--- src/rtl/vram_arbiter_if.sv ---
// Client-side request/grant bus and VRAM pin bundle shared by vram_arbiter and its users.
// slave = arbiter view, master = clients plus VRAM device view.
interface vram_arbiter_if #(
    parameter int NUM_CLIENTS = 4,
    parameter int ADDR_WIDTH  = 16,
    parameter int DATA_WIDTH  = 16
);
    localparam int BE = DATA_WIDTH / 8;

    logic [NUM_CLIENTS-1:0]            req;
    logic [NUM_CLIENTS-1:0]            wr;
    logic [NUM_CLIENTS*BE-1:0]         be;
    logic [NUM_CLIENTS*ADDR_WIDTH-1:0] addr;
    logic [NUM_CLIENTS*DATA_WIDTH-1:0] wdata;
    logic [NUM_CLIENTS-1:0]            grant;
    logic [NUM_CLIENTS-1:0]            rvalid;
    logic [DATA_WIDTH-1:0]             rdata;

    logic                              vram_en;
    logic                              vram_rd;
    logic                              vram_wr;
    logic [BE-1:0]                     vram_be;
    logic [ADDR_WIDTH-1:0]             vram_addr;
    logic [DATA_WIDTH-1:0]             vram_data_out;
    logic [DATA_WIDTH-1:0]             vram_data_in;

    modport slave (
        input  req, wr, be, addr, wdata, vram_data_in,
        output grant, rvalid, rdata,
               vram_en, vram_rd, vram_wr, vram_be, vram_addr, vram_data_out
    );

    modport master (
        output req, wr, be, addr, wdata, vram_data_in,
        input  grant, rvalid, rdata,
               vram_en, vram_rd, vram_wr, vram_be, vram_addr, vram_data_out
    );
endinterface

--- src/rtl/vram_arbiter.sv ---
// Round-robin VRAM port arbiter with bounded bursts; ARB_CLIENT0_PRIORITY_EN gives client 0 strict priority.
// Pins registered 1 cycle after accept, rvalid READ_LATENCY after the read hits the pins; clients hold req until granted.
module vram_arbiter #(
    parameter int NUM_CLIENTS  = 4,
    parameter int ADDR_WIDTH   = 16,
    parameter int DATA_WIDTH   = 16,
    parameter int READ_LATENCY = 2,
    parameter int MAX_BURST    = 8
) (
    input  logic          clk,
    input  logic          reset,
    vram_arbiter_if.slave bus
);
    localparam int BE   = DATA_WIDTH / 8;
    localparam int IDXW = $clog2(NUM_CLIENTS);
    localparam int BW   = (MAX_BURST > 1) ? $clog2(MAX_BURST) : 1;

    typedef enum logic {IDLE, GRANT} state_t;

    typedef struct packed {
        logic            vld;
        logic [IDXW-1:0] idx;
    } rd_tag_t;

    state_t                       state_q, state_d;
    logic [NUM_CLIENTS-1:0]       grant_q, grant_d;
    logic [IDXW-1:0]              ptr_q, ptr_d;
    logic [BW-1:0]                beats_q, beats_d;
    logic                         en_q, en_d;
    logic                         rd_q, rd_d;
    logic                         wr_q, wr_d;
    logic [BE-1:0]                be_q, be_d;
    logic [ADDR_WIDTH-1:0]        addr_q, addr_d;
    logic [DATA_WIDTH-1:0]        dout_q, dout_d;
    rd_tag_t [READ_LATENCY-1:0]   pipe_q, pipe_d;
    logic [NUM_CLIENTS-1:0]       rvalid_q, rvalid_d;
    logic [DATA_WIDTH-1:0]        rdata_q, rdata_d;

    logic                         accept;
    logic                         arb_point;
    logic                         win_vld;
    logic [IDXW-1:0]              win_idx;

    // Winner search starts just after the last winner, so the current holder is considered last.
    always_comb begin
        win_vld = 1'b0;
        win_idx = ptr_q;
        for (int i = 1; i <= NUM_CLIENTS; i++) begin
            if (!win_vld && bus.req[IDXW'((int'(ptr_q) + i) % NUM_CLIENTS)]) begin
                win_vld = 1'b1;
                win_idx = IDXW'((int'(ptr_q) + i) % NUM_CLIENTS);
            end
        end
`ifdef ARB_CLIENT0_PRIORITY_EN
        if (bus.req[0]) begin
            win_vld = 1'b1;
            win_idx = '0;
        end
`endif
    end

    always_comb begin
        state_d   = state_q;
        grant_d   = grant_q;
        ptr_d     = ptr_q;
        beats_d   = beats_q;
        accept    = |(bus.req & grant_q);
        arb_point = 1'b0;

        if (state_q == GRANT) begin
            arb_point = !bus.req[ptr_q] || (beats_q == BW'(MAX_BURST - 1));
`ifdef ARB_CLIENT0_PRIORITY_EN
            if (bus.req[0] && (ptr_q != '0)) begin
                arb_point = 1'b1;
            end
`endif
        end

        case (state_q)
            IDLE: begin
                if (win_vld) begin
                    state_d = GRANT;
                    grant_d = NUM_CLIENTS'(1) << win_idx;
                    ptr_d   = win_idx;
                    beats_d = '0;
                end
            end
            GRANT: begin
                if (accept) begin
                    beats_d = beats_q + BW'(1);
                end
                if (arb_point) begin
                    beats_d = '0;
                    if (win_vld) begin
                        grant_d = NUM_CLIENTS'(1) << win_idx;
                        ptr_d   = win_idx;
                    end else begin
                        state_d = IDLE;
                        grant_d = '0;
                    end
                end
            end
            default: begin
                state_d = IDLE;
                grant_d = '0;
            end
        endcase

        en_d   = accept;
        rd_d   = accept & ~bus.wr[ptr_q];
        wr_d   = accept &  bus.wr[ptr_q];
        be_d   = be_q;
        addr_d = addr_q;
        dout_d = dout_q;
        if (accept) begin
            be_d   = bus.be[int'(ptr_q)*BE +: BE];
            addr_d = bus.addr[int'(ptr_q)*ADDR_WIDTH +: ADDR_WIDTH];
            dout_d = bus.wdata[int'(ptr_q)*DATA_WIDTH +: DATA_WIDTH];
        end

        // Stage 0 is valid in the same cycle the read is on the pins.
        pipe_d[0].vld = accept & ~bus.wr[ptr_q];
        pipe_d[0].idx = ptr_q;
        for (int k = 1; k < READ_LATENCY; k++) begin
            pipe_d[k] = pipe_q[k-1];
        end

        rvalid_d = '0;
        rdata_d  = rdata_q;
        if (pipe_q[READ_LATENCY-1].vld) begin
            rvalid_d[pipe_q[READ_LATENCY-1].idx] = 1'b1;
            rdata_d = bus.vram_data_in;
        end
    end

    always_ff @(posedge clk) begin
        if (reset) begin
            state_q  <= IDLE;
            grant_q  <= '0;
            ptr_q    <= IDXW'(NUM_CLIENTS - 1);
            beats_q  <= '0;
            en_q     <= 1'b0;
            rd_q     <= 1'b0;
            wr_q     <= 1'b0;
            be_q     <= '0;
            addr_q   <= '0;
            dout_q   <= '0;
            pipe_q   <= '0;
            rvalid_q <= '0;
            rdata_q  <= '0;
        end else begin
            state_q  <= state_d;
            grant_q  <= grant_d;
            ptr_q    <= ptr_d;
            beats_q  <= beats_d;
            en_q     <= en_d;
            rd_q     <= rd_d;
            wr_q     <= wr_d;
            be_q     <= be_d;
            addr_q   <= addr_d;
            dout_q   <= dout_d;
            pipe_q   <= pipe_d;
            rvalid_q <= rvalid_d;
            rdata_q  <= rdata_d;
        end
    end

    assign bus.grant         = grant_q;
    assign bus.rvalid        = rvalid_q;
    assign bus.rdata         = rdata_q;
    assign bus.vram_en       = en_q;
    assign bus.vram_rd       = rd_q;
    assign bus.vram_wr       = wr_q;
    assign bus.vram_be       = be_q;
    assign bus.vram_addr     = addr_q;
    assign bus.vram_data_out = dout_q;
endmodule

--- src/flat_wrapper.sv ---
// flat-port wrapper written by rule: the top's interface ports become plain ports
module vram_arbiter_flat 
#(
    parameter int NUM_CLIENTS  = 4,
    parameter int ADDR_WIDTH   = 16,
    parameter int DATA_WIDTH   = 16,
    parameter int READ_LATENCY = 2,
    parameter int MAX_BURST    = 8
)
  (clk, reset, bus_req, bus_wr, bus_be, bus_addr, bus_wdata, bus_vram_data_in, bus_grant, bus_rvalid, bus_rdata, bus_vram_en, bus_vram_rd, bus_vram_wr, bus_vram_be, bus_vram_addr, bus_vram_data_out);
  vram_arbiter_if #(.NUM_CLIENTS(NUM_CLIENTS), .ADDR_WIDTH(ADDR_WIDTH), .DATA_WIDTH(DATA_WIDTH)) bus_i ();
  input  logic clk;
  input  logic reset;
  input wire logic [$bits(bus_i.req)-1:0] bus_req;
  input wire logic [$bits(bus_i.wr)-1:0] bus_wr;
  input wire logic [$bits(bus_i.be)-1:0] bus_be;
  input wire logic [$bits(bus_i.addr)-1:0] bus_addr;
  input wire logic [$bits(bus_i.wdata)-1:0] bus_wdata;
  input wire logic [$bits(bus_i.vram_data_in)-1:0] bus_vram_data_in;
  output wire logic [$bits(bus_i.grant)-1:0] bus_grant;
  output wire logic [$bits(bus_i.rvalid)-1:0] bus_rvalid;
  output wire logic [$bits(bus_i.rdata)-1:0] bus_rdata;
  output wire logic [$bits(bus_i.vram_en)-1:0] bus_vram_en;
  output wire logic [$bits(bus_i.vram_rd)-1:0] bus_vram_rd;
  output wire logic [$bits(bus_i.vram_wr)-1:0] bus_vram_wr;
  output wire logic [$bits(bus_i.vram_be)-1:0] bus_vram_be;
  output wire logic [$bits(bus_i.vram_addr)-1:0] bus_vram_addr;
  output wire logic [$bits(bus_i.vram_data_out)-1:0] bus_vram_data_out;
  assign bus_i.req = bus_req;
  assign bus_i.wr = bus_wr;
  assign bus_i.be = bus_be;
  assign bus_i.addr = bus_addr;
  assign bus_i.wdata = bus_wdata;
  assign bus_i.vram_data_in = bus_vram_data_in;
  assign bus_grant = bus_i.grant;
  assign bus_rvalid = bus_i.rvalid;
  assign bus_rdata = bus_i.rdata;
  assign bus_vram_en = bus_i.vram_en;
  assign bus_vram_rd = bus_i.vram_rd;
  assign bus_vram_wr = bus_i.vram_wr;
  assign bus_vram_be = bus_i.vram_be;
  assign bus_vram_addr = bus_i.vram_addr;
  assign bus_vram_data_out = bus_i.vram_data_out;
  vram_arbiter #(.NUM_CLIENTS(NUM_CLIENTS), .ADDR_WIDTH(ADDR_WIDTH), .DATA_WIDTH(DATA_WIDTH), .READ_LATENCY(READ_LATENCY), .MAX_BURST(MAX_BURST)) u_core (.clk(clk), .reset(reset), .bus(bus_i));
endmodule
--- config.mk ---
export PLATFORM = sky130hd
export DESIGN_NAME = vram_arbiter_flat
export DESIGN_NICKNAME = d
export VERILOG_FILES = /design/src/rtl/vram_arbiter_if.sv /design/src/rtl/vram_arbiter.sv /design/src/flat_wrapper.sv
export SDC_FILE = /design/constraint.sdc
export NUM_CORES = 1
export LEC_CHECK = 0
export CORE_MARGIN = 3
export CORE_UTILIZATION = 40
export CTS_CLUSTER_SIZE = 16
export DETAILED_ROUTE_END_ITERATION = 8
export HOLD_SLACK_MARGIN = 0.12
export PLACE_DENSITY = 0.87
export REMOVE_ABC_BUFFERS = 1
export SKIP_LAST_GASP = 1
export SYNTH_ARGS = -nofsm -noshare
export SYNTH_HDL_FRONTEND = slang
export SYNTH_SLANG_ARGS = --single-unit
--- constraint.sdc ---
create_clock -name clk -period 3.5 [get_ports clk]
set_input_delay 0.7 -clock clk [delete_from_list [all_inputs] [get_ports clk]]
set_output_delay 0.7 -clock clk [all_outputs]
set_load 0.02 [all_outputs]
==> flow_summary.yaml <==
clocking:
  clkTransAtPathRegs_ps: 70
  cts-resized-gates: 0
  clk_latency_ps: 330
  hold_buffers: 0
  post-cts-setup-buffers: 0
  numCtsBuffers: 9
  htreeDepth: 3
  clock_sink_count: 72
  cts_tree: "done"
  cts_buffer_depth: 2
  cts_root_buf: "clkbuf_8"
logic_synthesis:
  synth-async-reset-ratio_pct: 0
  synth_flop_cell: "dfxtp_1"
  syn_inst: 331
  ys_ff_latch: 72
  yosysWarnings: 0
  synth_cell_types: 43
  syn_area_per_cell_um2: 10.6
  syn_area_mm2: 0.00352
  seq_area_frac_synth_pct: 41.0
  synth_enable_flop_cells: 0
pwr:
  ir_drop_mv: 0.264
  powerDensity_mw_per_mm2: 449
  p_leak_nw: 2.15
sta:
  final-setup-viol-count: 0
  hold_viol: 0
  fin_worst_skew_ps: 9.08
  fin_crit_sh_pct: 68.7
  rsz0062_at_grt: "no"
  worst_pin_slew_ps: 1010
  setup_tns_ps: 0
  finalMaxSlewViolations: 0
  fin_ws_ps: 1090
  relSlewSlack_pct: 32.4
  period_needed_ps: 2410
  fmax_ghz: 0.416
grt:
  antenna_found_initial: 0
  grt_max_degree: 43
  globalRouteMet3Util_pct: 8.13
  use_met1_pct: 23.4
  grt.met2_usage_pct: 41.5
  grtUsageTotal_pct: 22.3
  top_usage_layer: "met2"
  grt_pass1_vias: 3591
  grt_pass1_wl_mm: 17.3
  grt-ovfl-total: 0
detailed_routing:
  first_pass_iters: 4
  drt-initial-drc-count: 80
  ant_nets: 0
  vias_per_cell: 5.14
  post-route-drc-count: 0
  routed_wl_mm: 11.4
  wl_per_cell_um: 17.4
  vias: 3354
finish:
  utilization_pct: 71.1
  mostFrequentLayoutCell: "clkdlybuf4s50_1"
  layout_common_cells: "221 x clkdlybuf4s50_1, 74 x nand2_1, 70 x dfxtp_1"
  drive_above_1_share_pct: 13.3
  layout.nets: 707
  area_delta_synth_final_pct: 69.4
  instances_no_fill: 653
  antenna_cells: 0
die:
  rows: 33
  io_pins: 223
  dieArea_mm2: 0.00996
  core_mm2: 0.00838
  die_w_um: 99.8
  fp.dieH_um: 99.8
  start_util_pct: 42.0
hold_path:
  min-delay-path-class: "flip-flop to flip-flop"
outcome:
  status: "completed"
placed_design:
  place_inst: 637
  gp_congestion: 0.794
  port_buffers: 222
  preCtsSetupSlack_ps: 769
  post-dp-hpwl_mm: 9.06
worst_setup_path:
  required_ps: 3740
  critPathLaunchType: "input port"
  cp_max_fo: 24
  path_class: "input port to flip-flop"
  end_kind: "flip-flop"
  crit_arrival_ps: 2650
flow_run:
  cap_violations: 0
-- sequential cells by signal (all words and copies together) (netlist names) --
register and count:
u_core.state_q 1, u_core.bus.grant 4, u_core.ptr_q 2, u_core.pipe_q 3
u_core.bus.rdata 16, u_core.bus.vram_rd 1, u_core.bus.vram_en 1, u_core.bus.vram_wr 1
u_core.pipe_d 2, u_core.bus.rvalid 4, u_core.beats_q 3, u_core.bus.vram_data_out 16
u_core.bus.vram_addr 16, u_core.bus.vram_be 2
-- metal layers --
metal	share of wire [%]	wire length, um
met3	11	1230
met1	35	3980
met4	1.1	121
met5	0	0
met2	53	6020
-- cell families (layout without fill, tap and decap cells) --
logic type      count (synthesis)  in the layout  share of synthesized area, %
simple gates                  120            120                          15.5
flops                          72             72                          41.0
compound gates                 54             54                          9.96
mux                            53             53                          27.7
buf+inv                        30            247                          5.09
fa+ha+maj                       2              2                         0.711
-- stage by stage --
step	hold WS (ps)	area (um2)	power [mW]
2_1_floorplan	414	3350	1.52
3_3_place_gp	423	5750	1.98
3_5_place_dp	425	5750	2.01
4_1_cts	441	5960	2.70
5_1_grt	453	5960	2.81
6_report	437	5960	2.68
-- cells in the mapped netlist (3+ instances only) --
master / instances / area (um2)
a21oi_1: 38 / 190
a32o_2: 4 / 45.0
buf_2: 9 / 45.0
buf_6: 6 / 67.6
clkbuf_1: 9 / 33.8
dfxtp_1: 72 / 1440
mux2i_1: 16 / 160
mux4_2: 35 / 788
nand2_1: 74 / 278
nand2b_1: 3 / 18.8
nor2_1: 18 / 67.6
nor2b_1: 5 / 31.3
-- power breakdown --
group	internal [mW]	switching, mW	leakage [nW]
combinational	0.548	0.433	1.45
clock	0.399	0.296	0.110
sequential	0.912	0.0877	0.586
-- final cells by class --
class | count | area, um2
multi-input combinational | 229 | 1900
inverter | 3 | 13.8
clock buffer | 10 | 128
timing repair buffer | 228 | 2260
sequential | 72 | 1440
tap | 105 | 131
clock inverter | 6 | 83.8
fill | 634 | 2420
-- worst max-delay path, stage by stage --
cell             delay, ps
clkdlybuf4s50_1        610
a22oi_1                130
nand2_1                640
buf_4                  330
nand2_1                 70
a21oi_1                170
-- path summary, 6_finish.rpt --
check	start	end	slack, ps	cells past startpoint
hold reg to reg	u_core.pipe_d[4]	u_core.pipe_q[4]	440	1
setup reg to reg	u_core.ptr_q[1]	u_core.bus.grant[1]	1570	4
hold / removal	u_core.pipe_d[4]	u_core.pipe_q[4]	440	1
setup / recovery	bus_req[3]	u_core.bus.vram_data_out[13]	1090	6
(Power assumes the default switching activity.)
